<file path="config.mk">
export PLATFORM = sky130hd
export DESIGN_NAME = laser_cover_scorer_flat
export DESIGN_NICKNAME = d
export VERILOG_FILES = /design/src/rtl/laser_cover_scorer_if.sv /design/src/rtl/laser_cover_scorer.sv /design/src/flat_wrapper.sv
export SDC_FILE = /design/constraint.sdc
export NUM_CORES = 1
export LEC_CHECK = 0
export ABC_AREA = 1
export BUFFER_PORTS_ARGS = -buffer_cell sky130_fd_sc_hd__buf_2
export CAP_MARGIN = 10
export CORE_UTILIZATION = 55
export DETAILED_ROUTE_END_ITERATION = 10
export PLACE_DENSITY = 0.74
export SETUP_SLACK_MARGIN = 0.15
export SKIP_CTS_REPAIR_TIMING = 1
export SLEW_MARGIN = 25
export SYNTH_ARGS = -nofsm -noshare
export SYNTH_HDL_FRONTEND = slang
export SYNTH_SLANG_ARGS = --single-unit
export TNS_END_PERCENT = 100
</file>
<file path="constraint.sdc">
create_clock -name clk -period 6.5 [get_ports clk]
set_input_delay 0.325 -clock clk [delete_from_list [all_inputs] [get_ports clk]]
set_output_delay 0.325 -clock clk [all_outputs]
set_load 0.05 [all_outputs]
</file>
<file path="src/rtl/laser_cover_scorer_if.sv">
`default_nettype none
// ============================================================================
// Module   : laser_cover_scorer_if
// Purpose  : Point stream, circle centres and scored result port of the scorer.
// Revision : 1.0
// ============================================================================
interface laser_cover_scorer_if;
  logic [3:0] x_i;
  logic [3:0] y_i;
  logic [3:0] c1x_i;
  logic [3:0] c1y_i;
  logic [3:0] c2x_i;
  logic [3:0] c2y_i;
  logic       done_i;
  logic [5:0] score_o;
  logic [5:0] cnt1_o;
  logic [5:0] cnt2_o;
  logic       score_valid_o;
  logic       score_ready_i;
  logic       busy_o;

  modport master (
    output x_i, y_i, c1x_i, c1y_i, c2x_i, c2y_i, done_i, score_ready_i,
    input  score_o, cnt1_o, cnt2_o, score_valid_o, busy_o
  );

  modport slave (
    input  x_i, y_i, c1x_i, c1y_i, c2x_i, c2y_i, done_i, score_ready_i,
    output score_o, cnt1_o, cnt2_o, score_valid_o, busy_o
  );
endinterface
`default_nettype wire

</file>
<file path="src/rtl/laser_cover_scorer.sv">
`default_nettype none
// ============================================================================
// Module   : laser_cover_scorer
// Purpose  : Captures the point stream, rescans it against two latched circles
//            and reports per-circle and union coverage counts on valid/ready.
// Revision : 1.0
// ============================================================================
module laser_cover_scorer #(
  parameter int NUM_POINTS = 40,
  parameter int RADIUS_SQ  = 16
) (
  input  logic                 clk,
  input  logic                 rst,
  laser_cover_scorer_if.slave  bus_io
);

  typedef enum logic [2:0] {
    S_CAPTURE   = 3'd0,
    S_WAIT_DONE = 3'd1,
    S_SCAN      = 3'd2,
    S_REPORT    = 3'd3,
    S_IDLE      = 3'd4
  } state_t;

  localparam logic [5:0] c_last = 6'(NUM_POINTS - 1);
  localparam logic [5:0] c_num  = 6'(NUM_POINTS);
  localparam logic [8:0] c_rsq  = 9'(RADIUS_SQ);

  state_t     state_q, state_d;
  logic [5:0] idx_q, idx_d;
  logic [3:0] c1x_q, c1x_d, c1y_q, c1y_d, c2x_q, c2x_d, c2y_q, c2y_d;
  logic [5:0] acc1_q, acc1_d, acc2_q, acc2_d, accu_q, accu_d;
  logic [5:0] score_q, score_d, cnt1_q, cnt1_d, cnt2_q, cnt2_d;
  logic       valid_q, valid_d;

  logic [3:0] ram_x_q [NUM_POINTS];
  logic [3:0] ram_y_q [NUM_POINTS];

  logic [3:0] w_px, w_py;
  logic       w_in1, w_in2;

  function automatic logic in_circle(input logic [3:0] px, input logic [3:0] py,
                                     input logic [3:0] cx, input logic [3:0] cy);
    logic [3:0] dx, dy;
    logic [7:0] sqx, sqy;
    logic [8:0] sum;
    dx  = (px >= cx) ? (px - cx) : (cx - px);
    dy  = (py >= cy) ? (py - cy) : (cy - py);
    sqx = {4'b0, dx} * {4'b0, dx};
    sqy = {4'b0, dy} * {4'b0, dy};
    sum = {1'b0, sqx} + {1'b0, sqy};
    return (sum <= c_rsq);
  endfunction

  // Point storage has no reset: every slot is rewritten in CAPTURE before SCAN reads it.
  always_ff @(posedge clk) begin
    if (state_q == S_CAPTURE) begin
      ram_x_q[idx_q] <= bus_io.x_i;
      ram_y_q[idx_q] <= bus_io.y_i;
    end
  end

  assign w_px  = ram_x_q[idx_q];
  assign w_py  = ram_y_q[idx_q];
  assign w_in1 = in_circle(w_px, w_py, c1x_q, c1y_q);
  assign w_in2 = in_circle(w_px, w_py, c2x_q, c2y_q);

  always_ff @(posedge clk or posedge rst) begin
    if (rst) begin
      state_q <= S_CAPTURE;
      idx_q   <= '0;
      c1x_q   <= '0;
      c1y_q   <= '0;
      c2x_q   <= '0;
      c2y_q   <= '0;
      acc1_q  <= '0;
      acc2_q  <= '0;
      accu_q  <= '0;
      score_q <= '0;
      cnt1_q  <= '0;
      cnt2_q  <= '0;
      valid_q <= 1'b0;
    end else begin
      state_q <= state_d;
      idx_q   <= idx_d;
      c1x_q   <= c1x_d;
      c1y_q   <= c1y_d;
      c2x_q   <= c2x_d;
      c2y_q   <= c2y_d;
      acc1_q  <= acc1_d;
      acc2_q  <= acc2_d;
      accu_q  <= accu_d;
      score_q <= score_d;
      cnt1_q  <= cnt1_d;
      cnt2_q  <= cnt2_d;
      valid_q <= valid_d;
    end
  end

  always_comb begin
    state_d = state_q;
    idx_d   = idx_q;
    c1x_d   = c1x_q;
    c1y_d   = c1y_q;
    c2x_d   = c2x_q;
    c2y_d   = c2y_q;
    acc1_d  = acc1_q;
    acc2_d  = acc2_q;
    accu_d  = accu_q;
    score_d = score_q;
    cnt1_d  = cnt1_q;
    cnt2_d  = cnt2_q;
    valid_d = valid_q;

    case (state_q)
      S_CAPTURE: begin
        if (idx_q == c_last) begin
          idx_d   = '0;
          state_d = S_WAIT_DONE;
        end else begin
          idx_d = idx_q + 6'd1;
        end
      end
      S_WAIT_DONE: begin
        if (bus_io.done_i) begin
          c1x_d   = bus_io.c1x_i;
          c1y_d   = bus_io.c1y_i;
          c2x_d   = bus_io.c2x_i;
          c2y_d   = bus_io.c2y_i;
          acc1_d  = '0;
          acc2_d  = '0;
          accu_d  = '0;
          idx_d   = '0;
          state_d = S_SCAN;
        end
      end
      S_SCAN: begin
        // One extra cycle after the last point publishes the finished counts.
        if (idx_q < c_num) begin
          acc1_d = acc1_q + {5'b0, w_in1};
          acc2_d = acc2_q + {5'b0, w_in2};
          accu_d = accu_q + {5'b0, (w_in1 | w_in2)};
          idx_d  = idx_q + 6'd1;
        end else begin
          score_d = accu_q;
          cnt1_d  = acc1_q;
          cnt2_d  = acc2_q;
          valid_d = 1'b1;
          state_d = S_REPORT;
        end
      end
      S_REPORT: begin
        if (bus_io.score_ready_i) begin
          valid_d = 1'b0;
          state_d = S_IDLE;
        end
      end
      S_IDLE: begin
        state_d = S_IDLE;
      end
      default: begin
        state_d = S_CAPTURE;
      end
    endcase
  end

  assign bus_io.score_o       = score_q;
  assign bus_io.cnt1_o        = cnt1_q;
  assign bus_io.cnt2_o        = cnt2_q;
  assign bus_io.score_valid_o = valid_q;
  assign bus_io.busy_o        = (state_q == S_CAPTURE) || (state_q == S_WAIT_DONE) ||
                                (state_q == S_SCAN);

endmodule
`default_nettype wire
</file>
<file path="src/flat_wrapper.sv">
// flat-port wrapper written by rule: the top's interface ports become plain ports
module laser_cover_scorer_flat 
#(
  parameter int NUM_POINTS = 40,
  parameter int RADIUS_SQ  = 16
)
  (clk, rst, bus_io_x_i, bus_io_y_i, bus_io_c1x_i, bus_io_c1y_i, bus_io_c2x_i, bus_io_c2y_i, bus_io_done_i, bus_io_score_ready_i, bus_io_score_o, bus_io_cnt1_o, bus_io_cnt2_o, bus_io_score_valid_o, bus_io_busy_o);
  laser_cover_scorer_if bus_io_i ();
  input  logic clk;
  input  logic rst;
  input wire logic [$bits(bus_io_i.x_i)-1:0] bus_io_x_i;
  input wire logic [$bits(bus_io_i.y_i)-1:0] bus_io_y_i;
  input wire logic [$bits(bus_io_i.c1x_i)-1:0] bus_io_c1x_i;
  input wire logic [$bits(bus_io_i.c1y_i)-1:0] bus_io_c1y_i;
  input wire logic [$bits(bus_io_i.c2x_i)-1:0] bus_io_c2x_i;
  input wire logic [$bits(bus_io_i.c2y_i)-1:0] bus_io_c2y_i;
  input wire logic [$bits(bus_io_i.done_i)-1:0] bus_io_done_i;
  input wire logic [$bits(bus_io_i.score_ready_i)-1:0] bus_io_score_ready_i;
  output wire logic [$bits(bus_io_i.score_o)-1:0] bus_io_score_o;
  output wire logic [$bits(bus_io_i.cnt1_o)-1:0] bus_io_cnt1_o;
  output wire logic [$bits(bus_io_i.cnt2_o)-1:0] bus_io_cnt2_o;
  output wire logic [$bits(bus_io_i.score_valid_o)-1:0] bus_io_score_valid_o;
  output wire logic [$bits(bus_io_i.busy_o)-1:0] bus_io_busy_o;
  assign bus_io_i.x_i = bus_io_x_i;
  assign bus_io_i.y_i = bus_io_y_i;
  assign bus_io_i.c1x_i = bus_io_c1x_i;
  assign bus_io_i.c1y_i = bus_io_c1y_i;
  assign bus_io_i.c2x_i = bus_io_c2x_i;
  assign bus_io_i.c2y_i = bus_io_c2y_i;
  assign bus_io_i.done_i = bus_io_done_i;
  assign bus_io_i.score_ready_i = bus_io_score_ready_i;
  assign bus_io_score_o = bus_io_i.score_o;
  assign bus_io_cnt1_o = bus_io_i.cnt1_o;
  assign bus_io_cnt2_o = bus_io_i.cnt2_o;
  assign bus_io_score_valid_o = bus_io_i.score_valid_o;
  assign bus_io_busy_o = bus_io_i.busy_o;
  laser_cover_scorer #(.NUM_POINTS(NUM_POINTS), .RADIUS_SQ(RADIUS_SQ)) u_core (.clk(clk), .rst(rst), .bus_io(bus_io_i));
endmodule
</file>
### After elaboration in Yosys (flattened, before gate mapping)

Memories as Yosys holds them, arrays and structs flattened.
Index checks and enable logic that the tools add are counted.

| storage, ports and cells | value |
|---|---|
| logic and storage cells | 88 |
| input bits | 28 |
| bits in writable memories | 320 |
| output and inout bits | 20 |
| memories | 2 |
| flip-flop bits (word level) | 62 |

Memories:

| memory | depth | bits a word | read ports | clocked after memory_dff | wr ports | line | RTL |
|---|---|---|---|---|---|---|---|
| u_core.ram_x_q | 40 | 4 | 1 | 0 | 1 | laser_cover_scorer.sv:36 | `logic [3:0] ram_x_q [NUM_POINTS];` |
| u_core.ram_y_q | 40 | 4 | 1 | 0 | 1 | laser_cover_scorer.sv:37 | `logic [3:0] ram_y_q [NUM_POINTS];` |

| cells by class | value |
|---|---|
| reduce and logical (&&, ||, !) cells | 12 |
| bitwise logic cells | 2 |
| muxes and demuxes | 24 |
| add/subtract/negate cells | 14 |
| multiply operators | 4 |
| $lt $le $gt $ge | 7 |
| eq/ne operators | 10 |

Operators by type and width:

| operator | number |
|---|---|
| 2-to-1 mux 6 bit | 6 |
| case mux 6 bit (2 select lines) | 3 |
| multiplier 4 x 4 -> 8 bit | 4 |
| subtractor 4 bit | 8 |
| adder 6 x 1 -> 6 bit | 3 |
| adder 8 x 8 -> 9 bit | 2 |
| <= comparator 9 x 5 -> 1 bit, second input constant | 2 |
| case mux 6 bit (3 select lines) | 1 |
| >= comparator 4 bit | 4 |
| 2-to-1 mux 4 bit | 4 |
| case mux 3 bit (5 select lines) | 1 |
| 2-to-1 mux 3 bit | 4 |
| AND reduction 3 bit | 3 |
| inequality test 2 bit, second input constant | 4 |
| adder 6 x 1 -> 6 bit, second input constant | 1 |
| == test 3 x 2 -> 1 bit, second input constant | 2 |
| == test 6 bit, second input constant | 1 |
| less-than comparator 6 bit, second input constant | 1 |
| 2-to-1 mux 1 bit | 4 |
| AND reduction 2 bit | 2 |
| AND reduction 4 bit | 1 |
| nonzero test 2 bit | 2 |
| == test 3 x 1 -> 1 bit, second input constant | 1 |
| == test 3 bit, second input constant | 1 |
| 7 further kinds | 8 |

### Depth between registers and ports, before layout

Gate-level depths: netlist (run 1).
An unclocked memory read counts as a cell.

| logic depth | value |
|---|---|
| depth after elaboration | 10 |
| gate-level depth with buffers | 44 |
| depth with buffers taken out | 42 |

### Worst setup path before layout (run 1)

OpenSTA, ideal clock, no wires.

| timing | value |
|---|---|
| path kind | reg-to-reg |
| start point | register u_core.idx_q[0] |
| end point | register u_core.accu_q[4] |
| path buffers | 2 |
| cell stages (with the launch flop) | 42 |
| setup slack | -0.199 ns |
| setup time | 0.095 ns |
| required time | 6.405 ns |
| data arrival time | 6.603 ns |
| period minus slack after synthesis | 6.699 ns |
| path through | dfrtp_1 -> inv_2 -> buf_4 -> buf_2 -> nand2_1 -> nand2_1 -> nand2_1 -> nand2_1 -> nand2_1 -> nand2_1 -> nand2_1 -> nand3_1 -> nor2_1 -> ha_1 -> inv_1 -> fa_1 -> nand2_1 -> nand3_1 -> [6 not listed] -> fa_1 -> fa_1 -> fa_1 -> inv_1 -> fa_1 -> ha_1 -> inv_1 -> fa_1 -> o21ai_0 -> xor2_1 -> nor2_1 -> nand2_1 -> nand2_1 -> ha_1 -> ha_1 -> nand3_1 -> xor2_1 -> o31ai_1 |

| between the ends | value |
|---|---|
| word-level cells in the longest chain between the ends | 10 |
| elaborated cells between the ends (all ways) | 33 |
| classes of those cells | add/sub (11); mul (4); order compare (7); eq/ne (1); mux (6); bitwise (1); reduce/logical (1); memory (2) |

RTL lines:

| what | line | RTL |
|---|---|---|
| from (decl) | laser_cover_scorer.sv:30 | `logic [5:0] idx_q, idx_d;` |
| from (signal assigned) | laser_cover_scorer.sv:85 | `idx_q <= idx_d;` |
| memory read (40 x 4 bit) (on tied branches) | -- |  |
| subtractor 4 bit, or another cell as far along | laser_cover_scorer.sv:47 | `dx = (px >= cx) ? (px - cx) : (cx - px);` |
| 2-to-1 mux 4 bit (on tied branches) | laser_cover_scorer.sv:47, laser_cover_scorer.sv:48 |  |
| multiplier 4 x 4 -> 8 bit (on tied branches) | laser_cover_scorer.sv:49, laser_cover_scorer.sv:50 |  |
| adder 8 x 8 -> 9 bit | laser_cover_scorer.sv:51 | `sum = {1'b0, sqx} + {1'b0, sqy};` |
| <= comparator 9 x 5 -> 1 bit | laser_cover_scorer.sv:52 | `return (sum <= c_rsq);` |
| bitwise OR 1 bit | laser_cover_scorer.sv:142 | `accu_d = accu_q + {5'b0, (w_in1 \| w_in2)};` |
| adder 6 x 1 -> 6 bit | laser_cover_scorer.sv:142 |  |
| 2-to-1 mux 6 bit | laser_cover_scorer.sv:139 | `if (idx_q < c_num) begin` |
| case mux 6 bit (2 select lines) | laser_cover_scorer.sv:115 | `case (state_q)` |
| to (signal assigned) | laser_cover_scorer.sv:92 | `accu_q <= accu_d;` |
| to (decl) | laser_cover_scorer.sv:32 | `logic [5:0] acc1_q, acc1_d, acc2_q, acc2_d, accu_q, accu_d;` |

Parallel ways exist; a longest one is shown, timed or not. The select of a mux whose other input is x is not followed.
A chain may end at the register's enable or synchronous reset.

### Final worst setup path (run 1)

Same ends and word-level chain as after synthesis.

==> results of run 1 <==
==> how the worst min path moves through the flow <==
stage                                          to  depth (start not counted)  slack, ps
final                             u_core.c1y_q[3]                          3         10
after global routing              u_core.c2y_q[2]                          3         30
after CTS                         u_core.c1x_q[3]                          3         -6
after detailed placement  u_core.bus_io.cnt2_o[2]                          2        470
after global placement    u_core.bus_io.cnt2_o[4]                          2        460
after floorplan              u_core.ram_x_q[0][0]                          0        420
==> routing by layer <==
layer | GRT usage | part of all wire | vias to the layer above
met5 | 0 | 0 | -
met3 | 0.0365 | 0.070 | 122
li1 | - | - | 6964
met2 | 0.434 | 0.48 | 588
met1 | 0.352 | 0.41 | 6962
met4 | 0.0982 | 0.036 | 0
==> per-stage QoR <==
| step | cell area (um2) | TNS (ps) | utilization | instances | hold WS [ps] |
|---|---|---|---|---|---|
| floorplan | 19200 | -13.7 | - | 2055 | 424 |
| global placement | 21000 | -6200 | 0.621 | 2627 | 459 |
| detailed placement | 21000 | -9120 | 0.621 | 2627 | 468 |
| CTS | 22300 | -10680 | 0.660 | 2701 | -6.40 |
| global route | 23000 | -12430 | 0.682 | 2727 | 25.3 |
| finish | 23000 | -6500 | 0.682 | 2727 | 10.9 |
==> cells in the mapped netlist, types with 3 or more instances <==
cell	instances
o21bai_1	5
nor2_1	98
edfxtp_1	320
o31ai_1	4
inv_2	6
nor3_1	3
buf_1	7
a21oi_1	25
nand2_2	3
nand2_1	1034
buf_6	3
inv_1	150
o21ai_0	65
xor2_1	14
buf_2	48
nand3_1	46
xnor2_1	7
ha_1	69
fa_1	30
dfrtp_1	62
clkbuf_1	17
nand4_1	10
nor4_1	3
a31oi_1	4
==> cell type report <==
type	instances	area, um2	area share
Clock buffer	52	1090	0.0472
Clock inverter	22	250	0.0109
Inverter	158	611	0.0265
Multi-Input combinational cell	1437	7390	0.321
Sequential cell	382	11200	0.484
Tap cell	448	561	0.0243
Timing Repair Buffer	227	1970	0.0855
Timing Repair inverter	1	8.76	0.000380
==> cells by family (layout without fill, tap and decap cells) <==
kind of cell    after synthesis  in the layout  synth area share
compound gates              109            109            0.0305
xor+xnor                     21             21           0.00965
buf+inv                     236            460            0.0513
flops                       382            382             0.585
fa+ha+maj                    99             99            0.0768
simple gates               1208           1208             0.246
==> worst max-delay path, delay by kind of cell, from the launching register on <==
kind                       cells  cell delay [ps]
AOI/OAI and AO/OA              3              480
xor gates and xnor gates       2              320
adders and majority gates     10             3290
buffers and inverters          7              560
DFF                            1              570
and+or+nand+nor               18             1700
==> run metrics, run 1 <==
most frequent cells in the layout 999 x nand2_1, 320 x edfxtp_1, 150 x buf_4; top flop regs u_core.ram_x_q: 160 flops, u_core.ram_y_q: 160 flops; Die W 188 um; total nets after synthesis 2182; pre-CTS setup slack -703 ps; # fillers 2443; RD Place Congestion 0.923; syn_area_per_cell 9.28 um2; beginning of the critical path u_core.idx_q[0]; Die H 188 um; maximum clock path buffer count 3; Post-Synthesis Cell Area 0.0191 mm2; status finished, violations left; Die Footprint 0.0354 mm2; crit path launch type flop; CTS tree yes; post-synth top area cell edfxtp_1; clk_skew 26.5 ps; nets 2375; first-pass GRT wire length 72.8 mm; final setup vio count 18; initial antenna violation count 0; prevailing post-synth register cell edfxtp_1; Critical Path Fanout Max 7; arrival time at the worst endpoint 7490 ps; Antenna Cells 0; most common cell after layout, fill and taps aside nand2_1; R2R Path End u_core.accu_q[4]; Max Freq 142 MHz; CORE AREA 0.0338 mm2; worst reg-to-reg path cell count 40; final wirelength 47.4 mm; FF+latch count, synth 382; library cells used by synthesis 39; Critical Path RT 6930 ps; hold path start bus_io_c1y_i[3]; clock-pin slew on the worst setup and hold paths 70 ps; CP max stage cell dfrtp_4; drt first pass iters 5; final global-route overflow total 0; synthesized instance count 2055; Hold Crit Class primary input to flop; largest net degree at the start of global routing 63; Post-synth EDFFs 320; RSZ-0062 raised after global routing yes; worst setup margin -554 ps; H-tree depth 2; IO Count 48; violated checks negative setup slack; WS Path Type flop to flop; worst stage delay on the critical path 570 ps; synth top area cells edfxtp_1 50%, nand2_1 20%, dfrtp_1 8.1%, ha_1 4.5%, fa_1 3.2%; vias in the first global route 14400; post-route ant nets 0; final period utilization 1.09; sequential area share after synthesis 0.585; gr usage total 0.262; Port Buffers 47; Area Overhead vs Synth 20.9%; share of layout cells above drive strength 1 0.183; CP Capture Point u_core.accu_q[4]; flop2flop setup slack -550 ps; Final min period 7050 ps; yosys warns 0; vias per cell 5.37; Post-synth ARST share 0.162; clk sinks 382; detailed router's first-iteration violation count 1313; CTS Root Cell clkbuf_16; Top cell by count, worst path nand2_1; Initial Utilization 0.564; crit end category flop; Core Rows 67; Max Slew Vio Count 0; DP Wirelength 30.3 mm; Critical R2R Launch u_core.idx_q[0]; worst skew pair latency 550 ps; Slew headroom 0.357; WL per Instance 17.4 um; post-synth top area share 0.504; Worst Max-Slew Pin Slew 964 ps; maxcap violations 0; Inserted Clock Buffers 41; DRC Markers 0; Vias 14600; Final Hold Fails 0
Power of run 1 is left out: the tool's default activity adds up to more than one toggle a clock period on the data nets, which glitch-free logic cannot reach.
==> run 2: changes to the inputs <==
CORE_UTILIZATION = 57   (was 55)
PLACE_DENSITY = 0.77   (was 0.74)
SKIP_CTS_REPAIR_TIMING = default   (was 1)
==> run 2 against run 1 <==
- global-route usage is 3.6 points higher
- wire length is 6.1% higher
- critical path depth is 2 lower
- final cell count is 0.92% higher
- the run still ends with negative setup slack left
- highest routed layer unchanged
- critical endpoint unchanged
- worst setup slack better by 52 ps
- maximum frequency is 0.74% higher
- via count is 3.6% higher
- die area is 3.5% lower
- hold slack better by 13 ps
- clock skew is 9.0 ps lower
- clock-buffer cell count is 4 higher
- design area is 2.4% higher
==> run metrics, run 2 (same netlist as run 1, synthesis figures left out) <==
status finished, violations left; violated checks negative setup slack; Fin Hold WS 23.8 ps (+13.0 ps); worst hold stages 3 (unchanged); Inserted Clock Buffers 40 (-2.4%); Port Buffers 47 (unchanged); DRC Markers 0 (unchanged); sequential cell area 0.0112 mm2 (unchanged); crit path launch type flop; CTS Root Cell clkbuf_16; Final Hold Fails 0 (unchanged); detailed router's first-iteration violation count 1473 (+12%); Antenna Cells 0 (unchanged); first-pass GRT wire length 77.7 mm (+6.6%); largest net degree at the start of global routing 48 (-24%); flop2flop setup slack -500 ps (+50 ps); worst setup margin -502 ps (+51.5 ps); WL per Instance 18.3 um (+5.2%); nets 2405 (+1.3%); post-route ant nets 0 (unchanged); share of layout cells above drive strength 1 0.213 (+0.0309); Vias 15200 (+3.6%); arrival time at the worst endpoint 7450 ps (-40 ps); Critical R2R Launch u_core.idx_q[0]; clock-pin slew on the worst setup and hold paths 60 ps (about the same); RSZ-0062 raised after global routing yes; Initial Utilization 0.583 (+0.0187); CORE AREA 0.0327 mm2 (-3.2%); Die Footprint 0.0342 mm2 (-3.5%); DP Area 0.0210 mm2 (about the same); hold path start bus_io_c1y_i[1]; final global-route overflow total 0 (unchanged); Die H 185 um (-1.8%); Final Util 0.721 (+0.0393); Die W 185 um (-1.8%); vias in the first global route 15000 (+4.0%); Critical Path Fanout Max 18 (+11); RD Place Congestion 0.951 (+3.0%); WS Path Type flop to flop; hold path endpoint u_core.c1y_q[1]; Max Freq 143 MHz (+0.74%); clk sinks 382 (unchanged); final period utilization 1.08 (-0.00793); Slew headroom 0.354 (-0.00351); vias per cell 5.51 (+2.7%); Area Overhead vs Synth 23.8%; Final min period 7000 ps (-51.5 ps); crit end category flop; CP max stage cell fa_1; maximum clock path buffer count 3 (unchanged); Critical Path RT 6950 ps (+20 ps); most common cell after layout, fill and taps aside nand2_1; Setup TNS Final -6390 ps (+111 ps); Top cell by count, worst path nand2_1; DP Wirelength 30.5 mm (+0.67%); R2R Path End u_core.accu_q[4]; Hold Crit Class primary input to flop; maxcap violations 0 (unchanged); fin area 0.0236 mm2 (+2.4%); most frequent cells in the layout 967 x nand2_1, 320 x edfxtp_1, 169 x buf_4; worst skew pair latency 540 ps (about the same); worst reg-to-reg path cell count 38 (-5.0%); Core Rows 66 (-1.5%); initial antenna violation count 0 (unchanged); gr usage total 0.298 (+0.0360); final wirelength 50.3 mm (+6.1%); IO Count 48 (unchanged); final setup vio count 18 (unchanged); Worst Max-Slew Pin Slew 969 ps (+4.21 ps); Max Slew Vio Count 0 (unchanged); worst stage delay on the critical path 530 ps (-40 ps); drt first pass iters 7 (+2); # fillers 2150 (-12%); top flop regs u_core.ram_x_q: 160 flops, u_core.ram_y_q: 160 flops; clk_skew 17.5 ps (-8.97 ps); H-tree depth 2 (unchanged); CTS tree yes; Multi-input gate area 0.00765 mm2 (+3.5%)
run 2: cell types whose count changed in the layout (fill, tap and decap cells not counted), moves of 6 or more:
cell	delta
buf_12	+6
ha_4	+7
nand2_1	-32
nand2_4	+6
clkbuf_16	-8
buf_4	+19
nand2_2	+26
nor2_1	-6
run 2: worst max path at each step:
stage | startpoint | depth (start not counted) | endpoint | slack, ps
global placement | u_core.idx_q[0] | 38 | u_core.accu_q[4] | -400
detailed placement | u_core.idx_q[0] | 41 | u_core.acc1_q[4] | -570
CTS | u_core.idx_q[0] | 40 | u_core.acc2_q[4] | -410
global route | u_core.idx_q[0] | 43 | u_core.accu_q[3] | -870
finish | u_core.idx_q[0] | 38 | u_core.accu_q[4] | -500
floorplan | u_core.idx_q[0] | 42 | u_core.accu_q[4] | -10
run 2: cell type report:
type,count,share of cell area
tap,442,0.0234
timing repair buffer,259,0.0993
sequential,382,0.473
multi-input combinational,1437,0.324
clock buffer,56,0.0485
clock inverter,18,0.00546
inverter,158,0.0258
run 2: per-stage QoR:
| step | setup slack [ps] | std cells |
|---|---|---|
| final | -502 | 2752 |
| after global placement | -402 | 2615 |
| after CTS | -408 | 2745 |
| after floorplan | -10.5 | 2055 |
| after detailed placement | -574 | 2615 |
| after global routing | -869 | 2752 |
run 2: critical path, delay by kind of cell, from the launching register on:
kind	cells	cell delay, ps
flip-flops	1	510
AO/OA/AOI/OAI	2	280
AND/OR/NAND/NOR	15	1440
XOR/XNOR	2	310
adder cells (fa/ha/maj)	9	3290
buffers and inverters	10	1070
run 2: timing repair:
action,4_1_cts,5_1_grt
endpoints found under the hold margin,16,0
pin swaps,60,34
hold buffers,2,0
setup buffers,44,8
resized for setup,130,63
gates cloned,10,0
endpoints found under the setup margin,18,18
run 2: routing by layer:
layer  global-route usage  share of wire  vias up
li1                     -              -     7037
met1                0.378           0.38     7148
met2                0.501           0.49      819
met3               0.0503          0.091      165
met4                0.137          0.040        0
met5                    0              0        -
Power of run 2 is left out for the same reason.
==> run 3: changes to the inputs <==
CORE_ASPECT_RATIO = 1.4   (was default)
==> run 3 against run 2 <==
- the flow still finishes with violations (negative setup slack)
- clock skew grew 7.3 ps
- hold slack lost 12 ps
- wire length shrank 0.38%
- sequential cell count is the same
- worst setup slack lost 200 ps
- critical endpoint unchanged
- largest cell class unchanged
==> run metrics, run 3 (same netlist as run 1, synthesis figures left out) <==
beginning of the critical path u_core.idx_q[0]; Vias 15100 (-0.14%); final setup vio count 18 (unchanged); DRC Markers 0 (unchanged); post-route ant nets 0 (unchanged); WS Path Type flop to flop; top flop regs u_core.ram_x_q: 160 flops, u_core.ram_y_q: 160 flops; Slew headroom 0.326 (-0.0275); violated checks negative setup slack; arrival time at the worst endpoint 7660 ps (+210 ps); Area Overhead vs Synth 22.7%; Critical Path RT 6950 ps (about the same); CP max stage cell fa_1; Die H 218 um (+18%); vias per cell 5.54 (+0.45%); IO Count 48 (unchanged); Port Buffers 47 (unchanged); largest net degree at the start of global routing 63 (+31%); final wirelength 50.1 mm (-0.38%); final period utilization 1.11 (+0.0310); detailed router's first-iteration violation count 1341 (-9.0%); most frequent cells in the layout 980 x nand2_1, 320 x edfxtp_1, 157 x buf_4; final global-route overflow total 0 (unchanged); worst setup margin -703 ps (-202 ps); drt first pass iters 6 (-1); Antenna Cells 0 (unchanged); Max Freq 139 MHz (-2.8%); worst skew pair latency 550 ps (about the same); share of layout cells above drive strength 1 0.200 (-0.0135); M1 wire length 17.2 mm (-10%); Final Util 0.715 (-0.00630); first-pass GRT wire length 76.1 mm (-2.0%); vias in the first global route 15100 (+0.75%); RD Place Congestion 0.923 (-2.9%); Die W 157 um (-15%); Critical Path Fanout Max 7 (-11); CORE AREA 0.0327 mm2 (about the same); crit path launch type flop; Top cell by count, worst path nand2_1; DP Wirelength 31.4 mm (+3.0%); clk_skew 24.8 ps (+7.30 ps); hold path start bus_io_c1y_i[3]; Critical R2R Launch u_core.idx_q[0]; Final min period 7200 ps (+202 ps); Core Rows 78 (+18%); Final Hold Fails 0 (unchanged); status finished, violations left; CTS Root Cell clkbuf_16; top sig layer met4; maximum clock path buffer count 3 (unchanged); maxcap violations 0 (unchanged); met3 WL 3.42 mm (-25%); Die Footprint 0.0342 mm2 (about the same); WL per Instance 18.3 um (+0.21%); Inserted Clock Buffers 37 (-7.5%); Max Slew Vio Count 0 (unchanged); RSZ-0062 raised after global routing yes; crit end category flop; Worst Max-Slew Pin Slew 1010 ps (+42.3 ps); nets 2395 (-0.42%); worst stage delay on the critical path 510 ps (-20 ps); clock-pin slew on the worst setup and hold paths 70 ps (about the same); Initial Utilization 0.583 (about the same); CTS tree yes; metal2 WL 26.0 mm (+6.1%); most common cell after layout, fill and taps aside nand2_1; clk sinks 382 (unchanged); initial antenna violation count 0 (unchanged); Hold Crit Class primary input to flop; gr usage total 0.293 (-0.00467); H-tree depth 2 (unchanged)
run 3: changes by cell type in the layout (fill, tap and decap cells not counted), sizes merged, moves of 3 or more:
cell         before  now
clkinvlp          2    7
inv             156  160
bufinv            1    6
buf             253  240
clkbuf           56   47
clkinv           17   10
dlygate4sd3       2    5
run 3: critical path, delay by kind of cell (launching register included):
| family | cells | cell delay (ps) |
|---|---|---|
| DFF | 1 | 440 |
| buffers and inverters | 8 | 710 |
| AOI/OAI and AO/OA | 4 | 530 |
| xor gates and xnor gates | 1 | 160 |
| and+or+nand+nor | 19 | 1750 |
| adders and majority gates | 10 | 3470 |
run 3: cell type report:
class / instances / area, um2
timing repair buffer: 250 / 2270
tap: 440 / 551
timing repair inverter: 2 / 25.0
multi-input combinational: 1437 / 7470
fill: 2162 / 9310
clock inverter: 23 / 285
inverter: 158 / 622
sequential: 382 / 11200
clock buffer: 44 / 995
run 3: metrics by stage:
step / cell area, um2 / TNS [ps] / cells / setup slack [ps] / hold WS [ps]
floorplan: 19200 / -13.7 / 2055 / -10.5 / 424
global placement: 21000 / -6830 / 2623 / -531 / 459
detailed placement: 21000 / -10130 / 2623 / -749 / 462
CTS: 22900 / -3890 / 2718 / -416 / 2.00
global route: 23400 / -14110 / 2736 / -1010 / 12.9
finish: 23400 / -8780 / 2736 / -703 / 12.0
run 3: routing by layer:
metal	up-vias	track usage
met5	-	0
met1	7109	0.315
li1	7004	-
met2	784	0.539
met4	0	0.178
met3	251	0.0422
run 3: path summary, 6_finish.rpt:
check                                           end  slack, ps  cells past startpoint
min reg2reg                u_core.bus_io.score_o[1]        480                      2
min                                 u_core.c1y_q[3]         10                      3
min in group asynchronous   u_core.bus_io.cnt1_o[2]         30                      3
max in group asynchronous           u_core.idx_q[0]       5840                      3
max                                u_core.accu_q[4]       -700                     42
max reg2reg                        u_core.accu_q[4]       -700                     42
run 3: repair_timing:
action | in CTS | in global routing
hold buffers | 5 | 0
setup buffers | 18 | 14
pin swaps | 31 | 26
gates resized for setup | 83 | 77
cloned | 5 | 4
setup endpoints to repair | 18 | 18
hold endpoints to repair | 5 | 0
Power of run 3 is left out for the same reason.
